`src/rtl/sig_gen_pkg.sv`:
```
// sig_gen_pkg: shared types and defaults for the pulse-train generator.
// Holds the FSM state enum and the default count-field width.
package sig_gen_pkg;

  localparam int CNT_W_DEF = 8;

  typedef enum logic [2:0] {
    S_IDLE,
    S_DELAY,
    S_HIGH,
    S_LOW,
    S_DONE
  } state_e;

endpackage

```
`src/rtl/cyc_counter.sv`:
```
// cyc_counter: loadable CNT_W-bit down-counter that stops at zero.
// Ports: clk, rst_n (sync, active-low), load_i, val_i in; zero_o out.
module cyc_counter #(
  parameter int CNT_W = 8
) (
  input  logic             clk,
  input  logic             rst_n,
  input  logic             load_i,
  input  logic [CNT_W-1:0] val_i,
  output logic             zero_o
);

  logic [CNT_W-1:0] cnt_q;
  logic [CNT_W-1:0] cnt_d;

  assign zero_o = (cnt_q == '0);

  always_comb begin
    cnt_d = cnt_q;
    if (load_i) begin
      cnt_d = val_i;
    end else if (!zero_o) begin
      cnt_d = cnt_q - 1'b1;
    end
  end

  always_ff @(posedge clk) begin
    if (!rst_n) begin
      cnt_q <= '0;
    end else begin
      cnt_q <= cnt_d;
    end
  end

endmodule

```
`src/rtl/sig_pulse_gen.sv`:
```
// sig_pulse_gen: registered pulse-train generator (delay, high, low, repeat).
// In: clk, rst_n, start, abort, delay/high/low_cyc, repeat_cnt.
// Out: sig_a, busy, done, cfg_err, pulse_idx (all registered).
module sig_pulse_gen
  import sig_gen_pkg::*;
#(
  parameter int CNT_W = CNT_W_DEF
) (
  input  logic             clk,
  input  logic             rst_n,
  input  logic             start,
  input  logic             abort,
  input  logic [CNT_W-1:0] delay_cyc,
  input  logic [CNT_W-1:0] high_cyc,
  input  logic [CNT_W-1:0] low_cyc,
  input  logic [CNT_W-1:0] repeat_cnt,
  output logic             sig_a,
  output logic             busy,
  output logic             done,
  output logic             cfg_err,
  output logic [CNT_W-1:0] pulse_idx
);

  state_e state_q, state_d;

  logic [CNT_W-1:0] high_q, high_d;
  logic [CNT_W-1:0] low_q, low_d;
  logic [CNT_W-1:0] rep_q, rep_d;
  logic [CNT_W-1:0] idx_q, idx_d;

  logic sig_a_q, busy_q, done_q;
  logic cfg_err_q, cfg_err_d;

  logic             ld;
  logic [CNT_W-1:0] ld_val;
  logic             cnt_zero;

  logic [CNT_W-1:0] low_eff;
  logic [CNT_W-1:0] rep_eff;
  logic [CNT_W:0]   idx_nxt;

  // Zero gap and zero repeat both behave as one.
  assign low_eff = (low_q == '0) ? CNT_W'(1) : low_q;
  assign rep_eff = (rep_q == '0) ? CNT_W'(1) : rep_q;
  // One bit wider so the compare never wraps.
  assign idx_nxt = {1'b0, idx_q} + 1'b1;

  cyc_counter #(
    .CNT_W (CNT_W)
  ) u_cnt (
    .clk    (clk),
    .rst_n  (rst_n),
    .load_i (ld),
    .val_i  (ld_val),
    .zero_o (cnt_zero)
  );

  always_comb begin
    state_d   = state_q;
    high_d    = high_q;
    low_d     = low_q;
    rep_d     = rep_q;
    idx_d     = idx_q;
    cfg_err_d = 1'b0;
    ld        = 1'b0;
    ld_val    = '0;

    unique case (state_q)
      S_IDLE: begin
        if (start && !abort) begin
          if (high_cyc == '0) begin
            cfg_err_d = 1'b1;
          end else begin
            high_d = high_cyc;
            low_d  = low_cyc;
            rep_d  = repeat_cnt;
            idx_d  = '0;
            ld     = 1'b1;
            if (delay_cyc != '0) begin
              state_d = S_DELAY;
              ld_val  = delay_cyc - 1'b1;
            end else begin
              state_d = S_HIGH;
              ld_val  = high_cyc - 1'b1;
            end
          end
        end
      end
      S_DELAY: begin
        if (cnt_zero) begin
          state_d = S_HIGH;
          ld      = 1'b1;
          ld_val  = high_q - 1'b1;
        end
      end
      S_HIGH: begin
        if (cnt_zero) begin
          idx_d = idx_nxt[CNT_W-1:0];
          if (idx_nxt < {1'b0, rep_eff}) begin
            state_d = S_LOW;
            ld      = 1'b1;
            ld_val  = low_eff - 1'b1;
          end else begin
            state_d = S_DONE;
          end
        end
      end
      S_LOW: begin
        if (cnt_zero) begin
          state_d = S_HIGH;
          ld      = 1'b1;
          ld_val  = high_q - 1'b1;
        end
      end
      S_DONE: begin
        state_d = S_IDLE;
      end
      default: begin
        state_d = S_IDLE;
      end
    endcase

    // Abort wins over everything, including a start in IDLE.
    if (abort) begin
      state_d   = S_IDLE;
      idx_d     = idx_q;
      high_d    = high_q;
      low_d     = low_q;
      rep_d     = rep_q;
      cfg_err_d = 1'b0;
      ld        = 1'b0;
    end
  end

  always_ff @(posedge clk) begin
    if (!rst_n) begin
      state_q   <= S_IDLE;
      high_q    <= '0;
      low_q     <= '0;
      rep_q     <= '0;
      idx_q     <= '0;
      sig_a_q   <= 1'b0;
      busy_q    <= 1'b0;
      done_q    <= 1'b0;
      cfg_err_q <= 1'b0;
    end else begin
      state_q   <= state_d;
      high_q    <= high_d;
      low_q     <= low_d;
      rep_q     <= rep_d;
      idx_q     <= idx_d;
      sig_a_q   <= (state_d == S_HIGH);
      busy_q    <= (state_d != S_IDLE);
      done_q    <= (state_d == S_DONE);
      cfg_err_q <= cfg_err_d;
    end
  end

  assign sig_a     = sig_a_q;
  assign busy      = busy_q;
  assign done      = done_q;
  assign cfg_err   = cfg_err_q;
  assign pulse_idx = idx_q;

endmodule

```
`config.mk`:
```
export PLATFORM = sky130hd
export DESIGN_NAME = sig_pulse_gen
export DESIGN_NICKNAME = d
export VERILOG_FILES = /design/src/rtl/sig_gen_pkg.sv /design/src/rtl/cyc_counter.sv /design/src/rtl/sig_pulse_gen.sv
export SDC_FILE = /design/constraint.sdc
export NUM_CORES = 1
export LEC_CHECK = 0
export ABC_CLOCK_PERIOD_IN_PS = 7890
export BUFFER_PORTS_ARGS = -buffer_cell sky130_fd_sc_hd__clkbuf_2
export CAP_MARGIN = 15
export CORE_MARGIN = 3
export CORE_UTILIZATION = 60
export DETAILED_ROUTE_END_ITERATION = 7
export HOLD_SLACK_MARGIN = 0.12
export PLACE_DENSITY = 0.87
export SYNTH_ARGS = -nofsm -noshare
export SYNTH_HDL_FRONTEND = slang
export SYNTH_SLANG_ARGS = --single-unit
```
`constraint.sdc`:
```
create_clock -name clk -period 7.89 [get_ports clk]
set_clock_uncertainty 0.15 [all_clocks]
set_input_delay 1.578 -clock clk [delete_from_list [all_inputs] [get_ports clk]]
set_output_delay 1.578 -clock clk [all_outputs]
set_load 0.05 [all_outputs]
```
==> results.sh, run 1 <==
export IMPL_max_vdd_ir_drop_mv=0.123
export IMPL_ys_seq_area_share_pct=31.8
export IMPL_synthSimpleGateAreaFrac_pct=27.9
export IMPL_finalCritPeriodShare_pct=49.8
export IMPL_die_area_sq_um=5810
export IMPL_hold_viol_final=0
export IMPL_synth_edff_count=0
export IMPL_max_freq_ghz=0.255
export IMPL_ant_nets=0
export IMPL_slowest_stage="a21boi_1"
export IMPL_tightest_slew_ns=1.11
export IMPL_cts_htree_levels=2
export IMPL_post_cts_buffers=0
export IMPL_die_y_microns=76.2
export IMPL_synth_cells=384
export IMPL_p_sw_mw=0.246
export IMPL_clockBufferDepth=2
export IMPL_dp_hpwl_mm=5.47
export IMPL_tritoncts="yes"
export IMPL_cts_sinks=47
export IMPL_crit_arrival_ns=3.97
export IMPL_power_density_nw_per_um2=205
export IMPL_grt_max_degree=43
export IMPL_io_buffer_count=47
export IMPL_totalWireLength_mm=7.30
export IMPL_drc=0
export IMPL_overflow=0
export IMPL_path_clk_slew_ns=0.08
export IMPL_fillers=406
export IMPL_path_depth=7
export IMPL_ys_ff_latch=47
export IMPL_nets=472
export IMPL_place_congestion=0.971
export IMPL_drv_cap=0
export IMPL_reg2reg_depth=10
export IMPL_num_antenna_cells=0
export IMPL_pre_cts_slack_ns=3.70
export IMPL_cp_max_fo=16
export IMPL_maxSlewHeadroom_pct=26.2
export IMPL_internal_power_mw=0.432
export IMPL_finalSetupViolCount=0
export IMPL_vias=2920
export IMPL_slew_viol_final=0
export IMPL_drive_gt1_share_pct=15.1
export IMPL_holdBufCountCts=0
export IMPL_clockPowerShare_pct=21.3
export IMPL_io_pins=48
export IMPL_clock_latency_ns=0.30
export IMPL_critPathRequiredTime_ns=7.94
export IMPL_synth_adder_area_share_pct=5.07
export IMPL_period_needed_ns=3.93
export IMPL_cpPeakStageDelay_ns=0.90
export IMPL_wl_per_cell_microns=14.9
export IMPL_regToRegSetupSlack_ns=4.30
export IMPL_drt_iter0_markers=259
export IMPL_cp_cell_sequence="clkbuf_2 -> nor4_1 -> a211oi_2 -> o21ai_0 -> a21boi_1 -> o211ai_1 -> o211a_1"
export IMPL_syn_to_final_growth_pct=11.8
export IMPL_status="complete, no violations"
export IMPL_tns_ns=0
export IMPL_core_region_area_sq_um=4560
export IMPL_syn_num_nets=432
export IMPL_worstReg2RegStart="pulse_idx[0]"
export IMPL_ys_warn_count=0
export IMPL_antenna_found_initial=0
export IMPL_vias_per_cell=5.96
export IMPL_grt_first_pass_wirelength_mm=12.5
export IMPL_critical_path_reg2reg_endpoint="u_cnt.cnt_q[2]"
export IMPL_first_pass_iters=5
export IMPL_synth_xor_area_share_pct=6.51
export IMPL_post_cts_resized=0
export IMPL_synth_compound_area_share_pct=23.8
export IMPL_die_w_microns=76.2
export IMPL_p_leak_nw=1.34
export IMPL_synth_top_family_by_area="simple AND/OR/NAND/NOR gates"
export IMPL_synthMuxAreaShare_pct=0.677
export IMPL_syn_area_per_cell_sq_um=7.71
export IMPL_cp_start_kind="input port"
export IMPL_ys_flop_type="dfxtp_1"
export IMPL_comb_power_share_pct=35.8
export IMPL_endpoint_kind="register"
export IMPL_swShare_pct=36.3
export IMPL_crit_start="high_cyc[4]"
export IMPL_gr_usage_all_layers_pct=25.8
export IMPL_worst_path_buf_inv=1
export IMPL_grt_pass1_vias=2689
export IMPL_synth_distinct_cells=55
export IMPL_syn_area_sq_um=2960
export IMPL_rows=24
export IMPL_seq_power_share_pct=42.8
export IMPL_critPathKind="in -> reg"
export IMPL_critPathTopFamily="compound AO/OA/AOI/OAI gates"
export IMPL_async_reset_ff_share_pct=0
export IMPL_rsz0062_at_grt="no"
export IMPL_cts_buffers=5
export IMPL_endpoint="u_cnt.cnt_q[2]"
export IMPL_holdCritPathClass="reg -> reg"
export IMPL_root_buffer="clkbuf_8"
export IMPL_worst_slack_ns=3.96
export IMPL_initial_core_util_pct=64.8
==> per-stage QoR <==
| stage | hold slack, ns | power (mW) | cell area [sq um] | utilization (%) | instances |
|---|---|---|---|---|---|
| 2_1_floorplan | 0.294 | 0.475 | 2960 | - | 384 |
| 3_3_place_gp | 0.319 | 0.521 | 3220 | 70.6 | 482 |
| 3_5_place_dp | 0.325 | 0.532 | 3220 | 70.6 | 482 |
| 4_1_cts | 0.337 | 0.677 | 3310 | 72.5 | 490 |
| 5_1_grt | 0.378 | 0.728 | 3310 | 72.5 | 490 |
| 6_report | 0.334 | 0.678 | 3310 | 72.5 | 490 |
==> power by group through the flow <==
stage,sequential (mW),clock [mW],combinational [mW]
floorplan,0.289,0,0.186
finish,0.290,0.145,0.243
CTS,0.289,0.147,0.241
detailed placement,0.294,0,0.237
global placement,0.292,0,0.229
global route,0.293,0.160,0.276
==> sequential cells by signal, summed over array words and instances, names as in the netlist <==
signal / flops
busy: 1
cfg_err: 1
done: 1
high_q: 8
low_q: 8
pulse_idx: 8
rep_q: 8
sig_a: 1
state_q: 3
u_cnt.cnt_q: 8
==> layout by cell type (no fill, tap or decap), types with 2 or more instances in the layout <==
cell / instances
a2111o_1: 2
a211oi_1: 2
a21boi_0: 24
a21o_1: 2
a21oi_1: 15
a22oi_1: 4
a31o_2: 2
a31oi_1: 2
a32oi_1: 2
and2_1: 6
and3_1: 2
clkbuf_2: 47
clkbuf_8: 5
dfxtp_1: 47
ha_1: 12
inv_1: 16
mux2i_1: 2
nand2_1: 74
nand2b_1: 2
nand3_1: 6
nand3b_1: 2
nand4_1: 2
nor2_1: 29
nor2b_1: 7
nor3_1: 10
nor3b_1: 6
nor4_1: 8
nor4b_1: 2
o211a_1: 5
o21a_1: 3
o21ai_0: 18
o22ai_1: 3
o311a_1: 3
o31a_1: 2
or3_1: 3
or4_1: 5
xnor2_1: 16
xor2_1: 6
==> Yosys cell counts (all sizes together), types with 7 or more instances <==
cell / count / share of area, %
a21boi: 25 / 6.3
a21oi: 16 / 2.8
buf: 7 / 1.1
clkbuf: 8 / 1.0
dfxtp: 47 / 32
ha: 12 / 5.1
inv: 16 / 2.0
nand2: 74 / 9.4
nor2: 29 / 3.7
nor2b: 7 / 1.5
nor3: 10 / 1.7
nor4: 9 / 2.1
o21ai: 19 / 3.3
xnor2: 16 / 4.7
==> routing by layer <==
| layer | wire length (microns) | track usage (%) | share of wire (%) | vias to the layer above |
|---|---|---|---|---|
| li1 | - | - | - | 1454 |
| met1 | 3440 | 35.9 | 47 | 1353 |
| met2 | 3330 | 41.4 | 46 | 105 |
| met3 | 457 | 4.61 | 6.3 | 8 |
| met4 | 77 | 6.16 | 1.1 | 0 |
| met5 | 0 | 0 | 0 | - |
==> final cells by class <==
| class | count | area (sq um) | area share, % |
|---|---|---|---|
| Sequential cell | 47 | 941 | 28.4 |
| Timing Repair Buffer | 48 | 243 | 7.33 |
| Clock buffer | 6 | 72.6 | 2.19 |
| Clock inverter | 2 | 12.5 | 0.378 |
| Tap cell | 65 | 81.3 | 2.46 |
| Multi-Input combinational cell | 306 | 1900 | 57.4 |
| Inverter | 16 | 60.1 | 1.81 |
==> how the worst min path moves through the flow <==
stage	start	to	slack (ns)	cells past startpoint
floorplan	rep_q[0]	rep_q[0]	0.29	2
global placement	rep_q[5]	rep_q[5]	0.32	2
detailed placement	rep_q[6]	rep_q[6]	0.33	2
CTS	rep_q[6]	rep_q[6]	0.34	2
global route	rep_q[2]	rep_q[2]	0.38	2
finish	rep_q[6]	rep_q[6]	0.33	2
==> worst min-delay path: stages (launching register included) <==
cell and delay (ns):
dfxtp_1 0.33, nand2_1 0.05, a21boi_0 0.06
==> logic make-up after synthesis <==
group                    Yosys count
AO/OA/AOI/OAI                    100
XOR/XNOR                          22
adder cells (fa/ha/maj)           12
buffers and inverters             31
flip-flops                        47
multiplexers                       2
AND/OR/NAND/NOR                  170
No activity file was read; power rests on OpenSTA's default activity.
==> run 2, diff against run 1 <==
--- a/config.mk
+++ b/config.mk
@@ -5,14 +5,14 @@
 export SDC_FILE = /design/constraint.sdc
 export NUM_CORES = 1
 export LEC_CHECK = 0
-export ABC_CLOCK_PERIOD_IN_PS = 7890
+export ABC_CLOCK_PERIOD_IN_PS = 3700
 export BUFFER_PORTS_ARGS = -buffer_cell sky130_fd_sc_hd__clkbuf_2
 export CAP_MARGIN = 15
 export CORE_MARGIN = 3
-export CORE_UTILIZATION = 60
+export CORE_UTILIZATION = 57
 export DETAILED_ROUTE_END_ITERATION = 7
 export HOLD_SLACK_MARGIN = 0.12
-export PLACE_DENSITY = 0.87
+export PLACE_DENSITY = 0.83
 export SYNTH_ARGS = -nofsm -noshare
 export SYNTH_HDL_FRONTEND = slang
 export SYNTH_SLANG_ARGS = --single-unit
==> constraint.sdc (replaced) <==
create_clock -name clk -period 3.7 [get_ports clk]
set_clock_uncertainty 0.15 [all_clocks]
set_input_delay 0.74 -clock clk [delete_from_list [all_inputs] [get_ports clk]]
set_output_delay 0.74 -clock clk [all_outputs]
set_load 0.05 [all_outputs]
==> run 2 against run 1 <==
- global-route usage fell by 0.99 points
- clock power rose by 120%
- total power rose by 120%
- die area rose by 4.8%
- hold slack got worse by 0.0034 ns
- sequential share of layout area fell by 0.36 points
==> results.sh, run 2 (synthesized netlist as in run 1, its figures left out) <==
export IMPL_max_freq_ghz=0.315
export IMPL_antenna_found_initial=0
export IMPL_cpMostUsedCell="ha_1"
export IMPL_root_buffer="clkbuf_8"
export IMPL_wl_per_cell_microns=14.5
export IMPL_rsz0062_at_grt="no"
export IMPL_p_leak_nw=1.36
export IMPL_endpoint="u_cnt.cnt_q[6]"
export IMPL_finalSetupViolCount=0
export IMPL_hold_viol_final=0
export IMPL_path_clk_slew_ns=0.09
export IMPL_tns_ns=0
export IMPL_status="complete, no violations"
export IMPL_fillers=441
export IMPL_internal_power_mw=0.945
export IMPL_max_vdd_ir_drop_mv=0.244
export IMPL_cp_max_fo=9
export IMPL_finalCritPeriodShare_pct=85.8
export IMPL_min_delay_start="rep_q[0]"
export IMPL_overflow=0
export IMPL_holdBufCountCts=0
export IMPL_drc=0
export IMPL_grt_first_pass_wirelength_mm=12.4
export IMPL_tritoncts="yes"
export IMPL_comb_power_share_pct=35.5
export IMPL_die_area_sq_um=6090
export IMPL_cts_buffers=5
export IMPL_multi_input_area_sq_um=1910
export IMPL_drive_gt1_share_pct=15.7
export IMPL_place_congestion=0.949
export IMPL_mostFrequentLayoutCells="74 x nand2_1, 47 x dfxtp_1, 47 x clkbuf_2"
export IMPL_vias=2972
export IMPL_maxSlewHeadroom_pct=42.7
export IMPL_cts_sinks=47
export IMPL_ant_nets=0
export IMPL_critPathRequiredTime_ns=3.79
export IMPL_io_pins=48
export IMPL_initial_core_util_pct=60.6
export IMPL_gr_usage_all_layers_pct=24.8
export IMPL_worstReg2RegStart="pulse_idx[0]"
export IMPL_cp_start_kind="register"
export IMPL_holdCritPathClass="reg -> reg"
export IMPL_p_sw_mw=0.517
export IMPL_first_pass_iters=5
export IMPL_vias_per_cell=6.00
export IMPL_post_cts_resized=0
export IMPL_totalWireLength_mm=7.18
export IMPL_tightest_slew_ns=0.852
export IMPL_grt_max_degree=43
export IMPL_clock_latency_ns=0.30
export IMPL_dp_cells=487
export IMPL_nets=475
export IMPL_critical_path_reg2reg_endpoint="u_cnt.cnt_q[6]"
export IMPL_endpoint_kind="register"
export IMPL_num_antenna_cells=0
export IMPL_grt_pass1_vias=2674
export IMPL_dp_hpwl_mm=5.29
export IMPL_power_density_nw_per_um2=436
export IMPL_drt_iter0_markers=352
export IMPL_regToRegSetupSlack_ns=0.52
export IMPL_seq_power_share_pct=42.2
export IMPL_die_y_microns=78.1
export IMPL_io_buffer_count=47
export IMPL_slew_viol_final=0
export IMPL_syn_to_final_growth_pct=13.3
export IMPL_clockPowerShare_pct=22.3
export IMPL_drv_cap=0
export IMPL_clockBufferDepth=2
export IMPL_crit_arrival_ns=3.27
export IMPL_crit_start="pulse_idx[0]"
export IMPL_critPathKind="reg -> reg"
export IMPL_die_w_microns=78.1
export IMPL_rows=25
export IMPL_seq_area_sq_um=941
export IMPL_reg2reg_depth=11
export IMPL_layout_commonest_cell="nand2_1"
export IMPL_core_region_area_sq_um=4880
export IMPL_cpPeakStageDelay_ns=0.47
export IMPL_swShare_pct=35.4
export IMPL_slowest_stage="dfxtp_1"
export IMPL_post_cts_buffers=0
export IMPL_layoutNonFillerInstCount=495
export IMPL_cts_htree_levels=2
export IMPL_period_needed_ns=3.18
export IMPL_cp_cell_sequence="ha_1 -> nand3_1 -> nor2_1 -> xor2_1 -> ha_1 -> a21oi_1 -> o32ai_1 -> nor4_1 -> nand2_1 -> o22ai_1 -> o311a_1"
## run 2: metal layers
metal,routed length (microns),share of wire (%),global-route usage (%),vias to the layer above
li1,-,-,-,1452
met1,3110,43,34.2,1361
met2,3340,47,39.6,141
met3,629,8.8,4.93,18
met4,99,1.4,6.82,0
met5,0,0,0,-
## run 2: worst max-delay path: cells and delay by family (launching register included)
family                     cells  cell delay, ns
adders and majority gates      2            0.55
xor gates and xnor gates       1            0.20
AOI/OAI and AO/OA              4            0.73
DFF                            1            0.47
and+or+nand+nor                4            1.02
## run 2: cell type report
type	count	area share [%]
inverter	16	1.79
tap	67	2.50
multi-input combinational	306	56.9
clock buffer	7	2.58
sequential	47	28.1
clock inverter	1	0.261
timing repair buffer	51	7.91
## run 2: worst min path at each step
stage	slack [ns]	endpoint	cells after the start
2_1_floorplan	0.29	rep_q[0]	2
3_3_place_gp	0.32	rep_q[0]	2
3_5_place_dp	0.32	rep_q[0]	2
4_1_cts	0.34	rep_q[0]	2
5_1_grt	0.36	rep_q[0]	2
6_report	0.33	rep_q[0]	2
## run 2: metrics by stage
stage                     cell area [sq um]  hold WS [ns]  total power, mW  setup WS [ns]  util, %
after detailed placement               3260         0.325             1.12          0.382     66.7
final                                  3350         0.330             1.46          0.524     68.7
after global placement                 3260         0.318             1.11          0.427     66.7
after global routing                   3350         0.355             1.56          0.214     68.7
after floorplan                        2960         0.294             1.01          0.546        -
after CTS                              3350         0.337             1.46          0.564     68.7
## run 2: power by group through the flow
stage	clock [mW]	sequential, mW	combinational (mW)
finish	0.326	0.617	0.519
global route	0.355	0.625	0.576
CTS	0.329	0.615	0.510
detailed placement	0	0.626	0.497
global placement	0	0.624	0.483
floorplan	0	0.615	0.398
==> run 3, diff against run 2 <==
--- a/config.mk
+++ b/config.mk
@@ -5,7 +5,7 @@
 export SDC_FILE = /design/constraint.sdc
 export NUM_CORES = 1
 export LEC_CHECK = 0
-export ABC_CLOCK_PERIOD_IN_PS = 3700
+export ABC_CLOCK_PERIOD_IN_PS = 3500
 export BUFFER_PORTS_ARGS = -buffer_cell sky130_fd_sc_hd__clkbuf_2
 export CAP_MARGIN = 15
 export CORE_MARGIN = 3
==> constraint.sdc (replaced) <==
create_clock -name clk -period 3.5 [get_ports clk]
set_clock_uncertainty 0.15 [all_clocks]
set_input_delay 0.7 -clock clk [delete_from_list [all_inputs] [get_ports clk]]
set_output_delay 0.7 -clock clk [all_outputs]
set_load 0.05 [all_outputs]
==> run 3 against run 2 <==
- final cell count up 0.20%
- combinational power is 6.7% higher
- sequential cell count did not move
- non-clock buffer count is 2 higher
- utilization rose by 0.64 points
- critical endpoint unchanged
==> results.sh, run 3 (synthesized netlist as in run 1, its figures left out) <==
export IMPL_die_y_microns=78.1
export IMPL_hold_viol_final=0
export IMPL_place_congestion=0.854
export IMPL_dp_cells=489
export IMPL_layout_commonest_cell="nand2_1"
export IMPL_drive_gt1_share_pct=16.3
export IMPL_io_pins=48
export IMPL_cts_buffers=5
export IMPL_ant_nets=0
export IMPL_max_freq_ghz=0.315
export IMPL_die_w_microns=78.1
export IMPL_slew_viol_final=0
export IMPL_fin_area_sq_um=3380
export IMPL_seq_area_sq_um=941
export IMPL_clock_latency_ns=0.29
export IMPL_cp_start_kind="register"
export IMPL_vias=2948
export IMPL_power_density_nw_per_um2=470
export IMPL_multi_input_area_sq_um=1920
export IMPL_root_buffer="clkbuf_8"
export IMPL_p_leak_nw=1.37
export IMPL_syn_to_final_growth_pct=14.3
export IMPL_cp_max_fo=9
export IMPL_tightest_slew_ns=0.803
export IMPL_drt_iter0_markers=272
export IMPL_place_area_sq_um=3270
export IMPL_gr_usage_all_layers_pct=26.0
export IMPL_maxSlewHeadroom_pct=46.0
export IMPL_path_clk_slew_ns=0.09
export IMPL_tns_ns=0
export IMPL_critPathKind="reg -> reg"
export IMPL_rows=25
export IMPL_drv_cap=0
export IMPL_endpoint_kind="register"
export IMPL_wl_per_cell_microns=15.0
export IMPL_cts_htree_levels=2
export IMPL_first_pass_iters=4
export IMPL_totalWireLength_mm=7.43
export IMPL_mostFrequentLayoutCells="73 x nand2_1, 47 x dfxtp_1, 47 x clkbuf_2"
export IMPL_holdCritPathClass="reg -> reg"
export IMPL_tritoncts="yes"
export IMPL_cts_sinks=47
export IMPL_max_vdd_ir_drop_mv=0.297
export IMPL_fillers=465
export IMPL_layoutNonFillerInstCount=496
export IMPL_finalCritPeriodShare_pct=90.7
export IMPL_grt_first_pass_wirelength_mm=13.0
export IMPL_grt_max_degree=43
export IMPL_num_antenna_cells=0
export IMPL_nets=477
export IMPL_rsz0062_at_grt="no"
export IMPL_clockBufferDepth=2
export IMPL_vias_per_cell=5.94
export IMPL_grt_pass1_vias=2799
export IMPL_die_area_sq_um=6090
export IMPL_initial_core_util_pct=60.6
export IMPL_drc=0
export IMPL_antenna_found_initial=0
export IMPL_dp_hpwl_mm=5.49
export IMPL_crit_arrival_ns=3.26
export IMPL_io_buffer_count=47
export IMPL_status="complete, no violations"
export IMPL_core_region_area_sq_um=4880
export IMPL_overflow=0
export IMPL_critPathRequiredTime_ns=3.59
export IMPL_finalSetupViolCount=0
export IMPL_period_needed_ns=3.18
[run 3: changes by cell type in the layout (fill, tap and decap cells not counted), sizes merged]
cell | before | now
clkbuf | 54 | 53
bufinv | 0 | 1
clkinv | 1 | 0
buf | 4 | 6
[run 3: worst paths after layout]
path | startpoint | to | slack, ns | cells after the start
max | pulse_idx[0] | u_cnt.cnt_q[6] | 0.32 | 11
min | high_q[7] | high_q[7] | 0.34 | 2
max reg2reg | pulse_idx[0] | u_cnt.cnt_q[6] | 0.32 | 11
min reg2reg | high_q[7] | high_q[7] | 0.34 | 2
[run 3: worst max-delay path, stage by stage, from the launching register on]
cell and delay, ns:
dfxtp_1 0.49, ha_1 0.28, nand3_1 0.16, nor2_1 0.18, xor2_1 0.23, ha_1 0.28
a21oi_1 0.16, o32ai_1 0.15, nor4_2 0.36, nand2_2 0.23, o22ai_1 0.24, o311a_1 0.20
[run 3: layer usage]
metal	wire length [microns]	vias up	part of all wire, %	track usage, %
met5	0	-	0	0
met3	445	17	6.0	3.44
met2	3410	109	46	41.9
li1	-	1466	-	-
met4	117	0	1.6	7.34
met1	3460	1356	47	36.7
[run 3: what timing repair did]
item,in CTS,in global routing
setup buffers,0,0
resized for setup,0,2
hold buffers,0,0
endpoints found under the setup margin,0,4
[run 3: layout make-up]
| cell class | count | area share [%] |
|---|---|---|
| Clock buffer | 6 | 2.14 |
| Inverter | 16 | 1.78 |
| Clock inverter | 1 | 0.888 |
| Tap cell | 67 | 2.48 |
| Sequential cell | 47 | 27.8 |
| Timing Repair Buffer | 53 | 8.28 |
| Multi-Input combinational cell | 306 | 56.6 |
[run 3: power by group]
group	switching (mW)	internal [mW]
Sequential	0.0596	0.592
Combinational	0.307	0.246
Clock	0.177	0.210
[run 3: per-stage QoR]
stage | power (mW) | hold slack, ns | worst slack (ns) | utilization (%)
2_1_floorplan | 1.07 | 0.294 | 0.346 | -
3_3_place_gp | 1.17 | 0.318 | 0.246 | 67.1
3_5_place_dp | 1.20 | 0.323 | 0.143 | 67.1
4_1_cts | 1.59 | 0.339 | 0.230 | 69.2
5_1_grt | 1.70 | 0.367 | 0.103 | 69.3
6_report | 1.59 | 0.335 | 0.325 | 69.3
